--- src/rtl/acc_sequencer_if.sv ---
// Command handshake bundle for acc_sequencer: one op + operand transfers per
// cmd_valid & cmd_ready at the rising clock edge.
interface acc_sequencer_if #(
  parameter int WIDTH = 8
);
  logic             cmd_valid;
  logic             cmd_ready;
  logic [2:0]       cmd_op;
  logic [WIDTH-1:0] cmd_operand;

  modport master (
    output cmd_valid,
    output cmd_op,
    output cmd_operand,
    input  cmd_ready
  );

  modport slave (
    input  cmd_valid,
    input  cmd_op,
    input  cmd_operand,
    output cmd_ready
  );
endinterface

--- src/rtl/acc_sequencer.sv ---
// Accumulator/issue stage feeding an external WIDTH-bit ALU (IDLE -> ISSUE -> WB).
// Optional ACC_SEQ_ZFLAG_EN adds a registered zero_flag tracking acc == 0.
module acc_sequencer #(
  parameter int               WIDTH     = 8,
  parameter logic [WIDTH-1:0] ACC_RESET = '0
) (
  input  logic             clk,
  input  logic             reset,
  acc_sequencer_if.slave   cmd,
  output logic [WIDTH-1:0] alu_acc,
  output logic [WIDTH-1:0] alu_data,
  output logic [1:0]       alu_ctrl,
  input  logic [WIDTH-1:0] alu_result,
  output logic [WIDTH-1:0] acc,
`ifdef ACC_SEQ_ZFLAG_EN
  output logic             zero_flag,
`endif
  output logic             branch_taken,
  output logic             done,
  output logic             illegal_op
);

  typedef enum logic [1:0] {
    ST_IDLE  = 2'd0,
    ST_ISSUE = 2'd1,
    ST_WB    = 2'd2
  } state_e;

  typedef enum logic [2:0] {
    OP_ADD  = 3'd0,
    OP_NAND = 3'd1,
    OP_BNE  = 3'd2,
    OP_SLT  = 3'd3,
    OP_LDA  = 3'd4,
    OP_NOP  = 3'd5
  } op_e;

  localparam logic [1:0] CTRL_BNE = 2'd2;

  state_e           state_q, state_d;
  logic [WIDTH-1:0] acc_q, acc_d;
  logic [WIDTH-1:0] alu_acc_q, alu_acc_d;
  logic [WIDTH-1:0] alu_data_q, alu_data_d;
  logic [1:0]       alu_ctrl_q, alu_ctrl_d;
  logic             branch_taken_q, branch_taken_d;
  logic             done_q, done_d;
  logic             done_pend_q, done_pend_d;
  logic             illegal_op_q, illegal_op_d;
  logic             acc_we;
  logic             accept;

  // Ready is masked by reset so nothing is accepted while reset is held.
  assign cmd.cmd_ready = !reset && ((state_q == ST_IDLE) || (state_q == ST_WB));
  assign accept        = cmd.cmd_valid && cmd.cmd_ready;

  // NOTE: every variable gets a default before any branch, so no path leaves it
  // unassigned and no latch is inferred.
  always_comb begin
    state_d        = state_q;
    acc_d          = acc_q;
    acc_we         = 1'b0;
    alu_acc_d      = alu_acc_q;
    alu_data_d     = alu_data_q;
    alu_ctrl_d     = alu_ctrl_q;
    branch_taken_d = 1'b0;
    done_d         = done_pend_q;
    done_pend_d    = 1'b0;
    illegal_op_d   = 1'b0;

    unique case (state_q)
      ST_IDLE:  state_d = ST_IDLE;
      ST_ISSUE: state_d = ST_WB;
      ST_WB: begin
        state_d = ST_IDLE;
        done_d  = 1'b1;
        if (alu_ctrl_q == CTRL_BNE) begin
          branch_taken_d = |alu_result;
        end else begin
          acc_d  = alu_result;
          acc_we = 1'b1;
        end
      end
      default:  state_d = ST_IDLE;
    endcase

    // A command taken in WB sees acc_d, i.e. the value just written back.
    if (accept) begin
      case (cmd.cmd_op)
        OP_ADD, OP_NAND, OP_BNE, OP_SLT: begin
          alu_acc_d  = acc_d;
          alu_data_d = cmd.cmd_operand;
          alu_ctrl_d = cmd.cmd_op[1:0];
          state_d    = ST_ISSUE;
        end
        OP_LDA, OP_NOP: begin
          if (cmd.cmd_op == OP_LDA) begin
            acc_d  = cmd.cmd_operand;
            acc_we = 1'b1;
          end
          // WB retirement already owns this cycle's done; queue a second pulse.
          if (state_q == ST_WB) done_pend_d = 1'b1;
          else                  done_d      = 1'b1;
        end
        default: illegal_op_d = 1'b1;
      endcase
    end
  end

  // NOTE: sequential state uses non-blocking assignments so all flops update
  // together from values sampled before the edge.
  always_ff @(posedge clk) begin
    if (reset) begin
      state_q        <= ST_IDLE;
      acc_q          <= ACC_RESET;
      alu_acc_q      <= '0;
      alu_data_q     <= '0;
      alu_ctrl_q     <= '0;
      branch_taken_q <= 1'b0;
      done_q         <= 1'b0;
      done_pend_q    <= 1'b0;
      illegal_op_q   <= 1'b0;
    end else begin
      state_q        <= state_d;
      acc_q          <= acc_d;
      alu_acc_q      <= alu_acc_d;
      alu_data_q     <= alu_data_d;
      alu_ctrl_q     <= alu_ctrl_d;
      branch_taken_q <= branch_taken_d;
      done_q         <= done_d;
      done_pend_q    <= done_pend_d;
      illegal_op_q   <= illegal_op_d;
    end
  end

`ifdef ACC_SEQ_ZFLAG_EN
  logic zero_flag_q, zero_flag_d;

  always_comb begin
    zero_flag_d = zero_flag_q;
    if (acc_we) zero_flag_d = (acc_d == '0);
  end

  always_ff @(posedge clk) begin
    if (reset) zero_flag_q <= (ACC_RESET == '0);
    else       zero_flag_q <= zero_flag_d;
  end

  assign zero_flag = zero_flag_q;
`endif

  assign acc          = acc_q;
  assign alu_acc      = alu_acc_q;
  assign alu_data     = alu_data_q;
  assign alu_ctrl     = alu_ctrl_q;
  assign branch_taken = branch_taken_q;
  assign done         = done_q;
  assign illegal_op   = illegal_op_q;

endmodule
--- src/flat_wrapper.sv ---
// flat-port wrapper written by rule: the top's interface ports become plain ports
module acc_sequencer_flat 
#(
  parameter int               WIDTH     = 8,
  parameter logic [WIDTH-1:0] ACC_RESET = '0
)
  (clk, reset, alu_acc, alu_data, alu_ctrl, alu_result, acc, branch_taken, done, illegal_op, cmd_cmd_valid, cmd_cmd_op, cmd_cmd_operand, cmd_cmd_ready);
  acc_sequencer_if #(.WIDTH(WIDTH)) cmd_i ();
  input  logic clk;
  input  logic reset;
  output logic [WIDTH-1:0] alu_acc;
  output logic [WIDTH-1:0] alu_data;
  output logic [1:0] alu_ctrl;
  input  logic [WIDTH-1:0] alu_result;
  output logic [WIDTH-1:0] acc;
  output logic branch_taken;
  output logic done;
  output logic illegal_op;
  input wire logic [$bits(cmd_i.cmd_valid)-1:0] cmd_cmd_valid;
  input wire logic [$bits(cmd_i.cmd_op)-1:0] cmd_cmd_op;
  input wire logic [$bits(cmd_i.cmd_operand)-1:0] cmd_cmd_operand;
  output wire logic [$bits(cmd_i.cmd_ready)-1:0] cmd_cmd_ready;
  assign cmd_i.cmd_valid = cmd_cmd_valid;
  assign cmd_i.cmd_op = cmd_cmd_op;
  assign cmd_i.cmd_operand = cmd_cmd_operand;
  assign cmd_cmd_ready = cmd_i.cmd_ready;
  acc_sequencer #(.WIDTH(WIDTH), .ACC_RESET(ACC_RESET)) u_core (.clk(clk), .reset(reset), .cmd(cmd_i), .alu_acc(alu_acc), .alu_data(alu_data), .alu_ctrl(alu_ctrl), .alu_result(alu_result), .acc(acc), .branch_taken(branch_taken), .done(done), .illegal_op(illegal_op));
endmodule
--- config.mk ---
export PLATFORM = sky130hd
export DESIGN_NAME = acc_sequencer_flat
export DESIGN_NICKNAME = d
export VERILOG_FILES = /design/src/rtl/acc_sequencer_if.sv /design/src/rtl/acc_sequencer.sv /design/src/flat_wrapper.sv
export SDC_FILE = /design/constraint.sdc
export NUM_CORES = 1
export LEC_CHECK = 0
export ABC_AREA = 1
export ABC_CLOCK_PERIOD_IN_PS = 1300
export CAP_MARGIN = 20
export CORE_MARGIN = 3
export CORE_UTILIZATION = 40
export CTS_BUF_LIST = sky130_fd_sc_hd__clkbuf_4 sky130_fd_sc_hd__clkbuf_8
export DETAILED_ROUTE_END_ITERATION = 12
export PLACE_DENSITY = 0.74
export SLEW_MARGIN = 10
export SYNTH_ARGS = -nofsm -noshare
export SYNTH_HDL_FRONTEND = slang
export SYNTH_SLANG_ARGS = --single-unit
--- constraint.sdc ---
create_clock -name clk -period 1.3 [get_ports clk]
set_input_delay 0.195 -clock clk [delete_from_list [all_inputs] [get_ports clk]]
set_output_delay 0.195 -clock clk [all_outputs]
set_load 0.1 [all_outputs]
After elaboration in Yosys (flattened, before gate mapping)

Index checks and enable logic that the tools add are counted.
W data, S select, Z words.

Bitwise gates (word level): 4
Reductions and logical operators: 14
Equality and inequality tests: 8
Muxes and demuxes: 14

Operators by type and width:

| kind                 | number |
|---|---|
| $mux W8              | 5 |
| $reduce_or A8 Y1     | 1 |
| $eq A3 B2 Y1 const B | 2 |
| $eq A3 B3 Y1 const B | 2 |
| $mux W1              | 6 |
| $mux W2              | 3 |
| $reduce_or A3 Y1     | 2 |
| $reduce_or A6 Y1     | 1 |
| $eq A2 B2 Y1 const B | 2 |
| $not A1 Y1           | 4 |
| $reduce_or A2 Y1     | 2 |
| $reduce_or A4 Y1     | 1 |
| $eq A3 B1 Y1 const B | 1 |
| $logic_not A3 Y1     | 1 |
| $eq A2 B1 Y1 const B | 1 |
| $logic_and A1 B1 Y1  | 2 |
| $logic_not A2 Y1     | 1 |
| $reduce_and A2 Y1    | 1 |
| $logic_not A1 Y1     | 1 |
| $logic_or A1 B1 Y1   | 1 |

Logic and storage cells: 49
Output and inout port bits: 30
Input bits: 22
Register bits: 32

Depth between registers and ports, before layout

Gate-level depths: netlist of run 1.

Depth in word-level cells: 6
Gate-level depth with buffers: 8

Least setup slack after synthesis of run 1

OpenSTA, ideal clock, no wires.

Kind: reg2reg
Start: register u_core.alu_ctrl_q[1] (netlist: u_core.alu_ctrl[1])
End: register u_core.acc_q[4] (netlist: u_core.acc[4])
Arrival time: 1.856 ns
Setup time: 0.062 ns
Cell stages (with the launch flop): 7
Path buffers: 0
Required time: 1.238 ns
Slack: -0.618 ns
Cells stage by stage: dfxtp_1 nand2_1 nand2_4 nand2_1 nand3_1 nand2_1 nor2_2

Cells in the longest elaborated chain, start to end: 6

RTL lines:

| what                   | line                 | RTL |
|---|---|---|
| from (decl)            | acc_sequencer.sv:44  | `logic [1:0] alu_ctrl_q, alu_ctrl_d;` |
| from (signal assigned) | acc_sequencer.sv:127 | `alu_ctrl_q <= alu_ctrl_d;` |
| $eq A2 B2 Y1 (*)       | acc_sequencer.sv:76  | `if (alu_ctrl_q == CTRL_BNE) begin` |
| $mux W8 (*)            | acc_sequencer.sv:76  |  |
| $mux W8 (*)            | acc_sequencer.sv:70  | `unique case (state_q)` |
| $mux W8                | acc_sequencer.sv:96  | `if (cmd.cmd_op == OP_LDA) begin` |
| $mux W8                | acc_sequencer.sv:88  | `case (cmd.cmd_op)` |
| $mux W8 (*)            | acc_sequencer.sv:87  | `if (accept) begin` |
| to (signal assigned)   | acc_sequencer.sv:114 | `acc_q <= ACC_RESET;` |
| to (signal assigned)   | acc_sequencer.sv:124 | `acc_q <= acc_d;` |
| to (decl)              | acc_sequencer.sv:41  | `logic [WIDTH-1:0] acc_q, acc_d;` |

Mark *: on every way between the ends. The rest lies on a longest branch, timed or not.
A chain may end at the register's enable or synchronous reset.

Final worst setup path of run 1

Start: input port reset
End: output port cmd_cmd_ready

Cells in the longest elaborated chain, start to end: 2

RTL lines:

| what                | line                | RTL |
|---|---|---|
| from (decl)         | flat_wrapper.sv:10  | `input logic reset;` |
| $logic_not A1 Y1    | acc_sequencer.sv:53 | `assign cmd.cmd_ready = !reset && ((state_q == ST_IDLE) \|\| (state_q == ST_WB));` |
| $logic_and A1 B1 Y1 | acc_sequencer.sv:53 |  |
| to (decl)           | flat_wrapper.sv:22  | `output wire logic [$bits(cmd_i.cmd_ready)-1:0] cmd_cmd_ready;` |

Every way passes these cells.

==> results of run 1 <==
## synthesized netlist by cell type
master    instances  area (um2)
nand3_1          25         125
nor2_1           20        75.1
inv_2             1        3.75
nor3_1            3        15.0
buf_6             4        45.0
clkinv_1          1        3.75
dfxtp_1          32         641
buf_2             2        10.0
o21ai_0           1        5.00
clkinv_2          1        5.00
nand2_4           2        22.5
nand3_2           1        10.0
nand2_1          46         173
a21oi_1          20         100
nor2_4            1        11.3
nand4_1           1        6.26
nor2_2            3        18.8
inv_1            20        75.1
nand2_2           1        6.26
## tightest hold or removal path: cells and delay by family
| family | cells | cell delay [ps] |
|---|---|---|
| compound gates | 1 | 50 |
| simple gates | 1 | 70 |
| buf+inv | 1 | 420 |
## cells by family after synthesis
kind of cell	synth area share, %
and+or+nand+nor	34.3
AOI/OAI and AO/OA	7.78
buffers and inverters	10.6
DFF	47.4
## layout make-up
cell class	instances	area, um2
flip-flops and latches	32	653
repair buffers	67	942
inverters	23	91.3
clock inverters	3	13.8
clock buffers	5	37.5
fillers	229	732
multi-input cells	124	603
well taps	44	55.1
## routing by layer
layer  wire (um)  vias up  global-route usage (%)
met5           0        -                       0
met3         255        7                    5.27
li1            -      725                       -
met4          72        0                    10.3
met1        1630      626                    24.2
met2        1660       55                    29.0
## power groups by stage
stage / sequential (mW) / combinational [mW] / clock, mW
floorplan: 1.30 / 0.134 / 0
global placement: 1.08 / 0.639 / 0
detailed placement: 1.08 / 0.643 / 0
CTS: 1.05 / 0.654 / 0.552
global route: 1.06 / 0.692 / 0.590
finish: 1.05 / 0.660 / 0.531
## state kept, by name, summed over array words and instances, names as in the netlist
register and flops:
u_core.alu_acc 8, u_core.state_q 2, u_core.branch_taken 1, u_core.acc 8, u_core.illegal_op 1, u_core.done_pend_q 1, u_core.done 1, u_core.alu_ctrl 2
u_core.alu_data 8
## worst paths after layout
| kind | startpoint | to | slack, ps | depth (start not counted) |
|---|---|---|---|---|
| worst max register to register | u_core.state_q[0]$_SDFF_PP0_ | u_core.alu_acc[5]$_SDFFE_PP0P_ | 90 | 7 |
| worst min-delay path | cmd_cmd_operand[5] | u_core.alu_data[5]$_SDFFE_PP0P_ | 450 | 3 |
| worst min register to register | u_core.alu_data[7]$_SDFFE_PP0P_ | u_core.alu_data[7]$_SDFFE_PP0P_ | 510 | 2 |
| worst max-delay path | reset | cmd_cmd_ready | 10 | 4 |
## repair_timing
action,CTS,global route
resized for setup,2,8
buffers inserted,3,1
pin swaps,1,2
endpoints found under the setup margin,1,17
## per-stage QoR
step	std cells	power [mW]	setup WS, ps	hold slack [ps]	TNS, ps
floorplan	185	1.43	-262	327	-5680
global placement	286	1.71	-140	474	-3080
detailed placement	286	1.72	-200	478	-4440
CTS	297	2.26	-7.94	440	-7.94
global route	298	2.34	-38.3	450	-38.3
finish	298	2.24	10.5	453	0
==> results_dict.tcl, run 1 <==
set metrics [dict create \
    final_common_cell "nand2_1" \
    rsz0062_at_grt "true" \
    core.rowCount 20 \
    numClockSinks 32 \
    drt_pass1_iterations 4 \
    pwr-share-comb_pct 29.4 \
    max_slew.worst_pin.slew_ps 200 \
    fin_util_pct 76.6 \
    tritoncts "done" \
    grt.overflow.total 0 \
    htree_levels 2 \
    final_cell_mix "nand2_1, buf_12, dfxtp_1" \
    swShare_pct 34.3 \
    hold_viol_final 0 \
    cpLargestDelayFamily "buffers and inverters" \
    grt_max_degree 19 \
    crit_path_top_delay_cell "clkdlybuf4s50_1" \
    place_area_um2 2280 \
    grt_antenna_before_repair 0 \
    pin_count 52 \
    fin_area_um2 2400 \
    worstPathMaxFanout 2 \
    crit_buf_inv 3 \
    power_frac_seq_pct 46.9 \
    timing.final.crit_share_pct 99.2 \
    post_drt_wl_per_cell_um 12.1 \
    cts-hold-fix-buffers 0 \
    maxClockFrequency_mhz 776 \
    die-area_um2 4110 \
    clkLatencyLatePin_ps 330 \
    antenna_left 0 \
    drtIter0Drc 59 \
    drv_slew 0 \
    end_kind "output port" \
    routed_via_density 4.74 \
    die_h_um 64.1 \
    critPathKind "in -> out" \
    drive_above_1_share_pct 28.0 \
    synthesis.nets 207 \
    ir_drop_uv 607 \
    p_sw_mw 0.771 \
    vias 1413 \
    setup_viol 0 \
    critPathArrivalTime_ps 1090 \
    syn_area_per_cell_um2 7.30 \
    path_clk_slew_ps 90 \
    status "complete, no violations" \
    wl_mm 3.62 \
    ys_ff_latch 32 \
    drc 0 \
    die-width_um 64.1 \
    dp_hpwl_mm 2.69 \
    intPower_mw 1.47 \
    num_antenna_cells 0 \
    cp.required_ps 1110 \
    period_needed_ps 1290 \
    crit_path_max_incr_delay_ps 470 \
    nets 275 \
    port_buffers 51 \
    grt_first_pass_wirelength_mm 6.01 \
    place_congestion 0.833 \
    min_path_type "in -> reg" \
    grt_pass1_vias 1318 \
    cp-start-kind "primary input" \
    cap_viol_max_count 0 \
    yosysSeqAreaShare_pct 47.4 \
    timing.slew.headroom_pct 86.6 \
    power_leakage_nw 1.04 \
    clock_path_buffers 2 \
    core-area_um2 3130 \
    syn_area_um2 1350 \
    clock_skew_ps 4.88 \
    synthCells 185 \
    area_growth_pct 77.3 \
    start_util_pct 43.2 \
    cts_buffers 5 \
    power_density_nw_per_um2 937 \
    path_cells "clkdlybuf4s50_1, nor2_4, buf_6, buf_12" \
    grt_usage_pct 19.0 \
    power_frac_clock_pct 23.7 \
    synth_cell_types 19 \
    clockRootBuffer "clkbuf_4" \
    yosysWarnings 0 \
]
Note: power is estimated with default switching activity, not from simulation.
==> run 2: changes to the inputs <==
--- a/config.mk
+++ b/config.mk
@@ -5,14 +5,15 @@
 export SDC_FILE = /design/constraint.sdc
 export NUM_CORES = 1
 export LEC_CHECK = 0
-export ABC_AREA = 1
 export ABC_CLOCK_PERIOD_IN_PS = 1300
 export CAP_MARGIN = 20
 export CORE_MARGIN = 3
 export CORE_UTILIZATION = 40
 export CTS_BUF_LIST = sky130_fd_sc_hd__clkbuf_4 sky130_fd_sc_hd__clkbuf_8
 export DETAILED_ROUTE_END_ITERATION = 12
-export PLACE_DENSITY = 0.74
+export MAX_ROUTING_LAYER = met4
+export PLACE_DENSITY = 0.76
+export RECOVER_POWER = 25
 export SLEW_MARGIN = 10
 export SYNTH_ARGS = -nofsm -noshare
 export SYNTH_HDL_FRONTEND = slang
==> run 2 against run 1 <==
  * Sequential power about the same
  * Largest power group unchanged
  * Synthesized cell count down 23%
  * Clock power grew 12%
  * Die area decreased by 6.5%
  * Setup slack got worse by 210 ps
  * Clock skew is 5.9 ps higher
  * Final area rose by 4.9%
  * Combinational power up 5.9%
  * The run now ends with negative setup slack left
  * Critical path depth is the same
  * Cell count fell by 17%
  * Critical endpoint is now u_core.alu_acc[2]$_SDFFE_PP0P_
  * Sequential cell count unchanged
  * Register-to-register slack got worse by 290 ps
==> results_dict.tcl, run 2 <==
set metrics [dict create \
    status "complete, but fails checks" \
    violations "negative setup slack" \
    cp.required_ps 1530 \
    max_slew.worst_pin.slew_ps 427 \
    grt_antenna_before_repair 0 \
    clkLatencyLatePin_ps 350 \
    dp_cells 232 \
    min_path_type "in -> reg" \
    power_density_nw_per_um2 937 \
    grt.overflow.total 0 \
    synth_top_area_share_pct 51.0 \
    start_util_pct 43.6 \
    rsz0062_at_grt "true" \
    hold_viol_final 0 \
    p_total_mw 2.35 \
    synth_common_cells "dfxtp_1, nand2_1, a311oi_1" \
    cp-start-kind "flip-flop" \
    synthFlopType "dfxtp_1" \
    synthCells 143 \
    ys_ff_latch 32 \
    synth_top_area_cell "dfxtp_1" \
    port_buffers 51 \
    period_needed_ps 1500 \
    critPathArrivalTime_ps 1730 \
    timing.final.crit_share_pct 115 \
    setup_viol 27 \
    cap_viol_max_count 0 \
    htree_levels 2 \
    tritoncts "done" \
    die-area_um2 3850 \
    power_leakage_nw 0.922 \
    hold_slack_ps 189 \
    path_clk_slew_ps 90 \
    synthesis.nets 165 \
    post_drt_wl_per_cell_um 21.6 \
    yosysWarnings 0 \
    grt_pass1_vias 1463 \
    drtIter0Drc 94 \
    place_congestion 0.854 \
    die-width_um 62.0 \
    vias 1503 \
    fin_util_pct 87.3 \
    synth_edf_count 0 \
    nets 225 \
    async_flop_share_pct 0 \
    synth_cell_types 27 \
    critPathKind "reg -> reg" \
    worstPathMaxFanout 5 \
    drc 0 \
    end_kind "flip-flop" \
    worst_slack_ps -197 \
    ir_drop_uv 619 \
    syn_area_per_cell_um2 8.78 \
    num_antenna_cells 0 \
    instances_no_fill 246 \
    drt_pass1_iterations 4 \
    grt_first_pass_wirelength_mm 7.02 \
    timing.slew.headroom_pct 71.3 \
    synthTopCellsByArea "dfxtp_1, a311oi_1, nand2_1" \
    synth.most_common_cell "dfxtp_1" \
    grt_usage_pct 27.2 \
    drv_slew 0 \
    cts-hold-fix-buffers 0 \
    pin_count 52 \
    final_cell_mix "buf_12, clkdlybuf4s50_1, dfxtp_2, dfxtp_1, nand2_1" \
    drive_above_1_share_pct 56.4 \
    syn_area_um2 1250 \
    dp_hpwl_mm 2.93 \
    numClockSinks 32 \
    maxClockFrequency_mhz 668 \
    core.rowCount 19 \
    antenna_left 0 \
    clock_skew_ps 10.8 \
    clockRootBuffer "clkbuf_4" \
    cts_buffers 5 \
    die_h_um 62.0 \
    core-area_um2 2880 \
    clock_path_buffers 2 \
    wl_mm 5.30 \
    yosysSeqAreaShare_pct 51.0 \
    grt_max_degree 20 \
    final_common_cell "buf_12" \
    routed_via_density 6.11 \
    area_growth_pct 100 \
]
run 2: area by class of cell:
type | instances | area (um2)
Timing Repair Buffer | 61 | 897
Multi-Input combinational cell | 98 | 788
Sequential cell | 32 | 667
Fill cell | 134 | 364
Clock buffer | 7 | 52.6
Tap cell | 42 | 52.6
Timing Repair inverter | 3 | 36.3
Inverter | 2 | 15.0
Clock inverter | 1 | 3.75
run 2: per-stage QoR:
stage	setup TNS (ps)	worst slack, ps	area, um2
3_3_place_gp	-11530	-558	2150
4_1_cts	-1560	-81.8	2340
5_1_grt	-3920	-324	2510
3_5_place_dp	-13930	-626	2150
2_1_floorplan	-2070	-201	1320
6_report	-2960	-197	2510
run 2: path summary, 6_finish.rpt:
path,startpoint,end,slack (ps),cells past startpoint
min reg2reg,u_core.done_pend_q$_SDFF_PP0_,u_core.done$_SDFF_PP0_,490,1
max,u_core.state_q[0]$_SDFF_PP0_,u_core.alu_acc[2]$_SDFFE_PP0P_,-200,4
max reg2reg,u_core.state_q[0]$_SDFF_PP0_,u_core.alu_acc[2]$_SDFFE_PP0P_,-200,4
min,cmd_cmd_valid,u_core.done_pend_q$_SDFF_PP0_,190,3
run 2: critical path, stage by stage (launching register included):
cell and delay (ps):
dfxtp_2 340, or4b_4 590, inv_6 120, nor2_1 60, a311oi_1 280
run 2: report_power, final:
part	internal, mW	total, mW	switching [mW]
Clock	0.249	0.595	0.345
Sequential	1.02	1.06	0.0428
Combinational	0.263	0.699	0.437
Total	1.53	2.35	0.825
run 2: kinds of logic after synthesis:
kind of cell	Yosys count	share of synthesized area [%]
AO/OA/AOI/OAI	37	20.1
buffers and inverters	13	5.58
flip-flops	32	51.0
AND/OR/NAND/NOR	61	23.2
run 2: layer usage:
| layer | vias up | GRT usage (%) | wire (um) |
|---|---|---|---|
| met5 | - | - | 0 |
| met4 | 0 | 18.8 | 258 |
| met3 | 30 | 5.37 | 416 |
| met2 | 107 | 45.6 | 2780 |
| met1 | 724 | 28.4 | 1850 |
| li1 | 642 | - | - |
run 2: what timing repair did:
action	CTS	global route
setup endpoints to repair	27	27
gates resized for setup	28	44
pin swaps	11	16
setup buffers	2	1
cloned	3	0
endpoints found under the hold margin	0	0
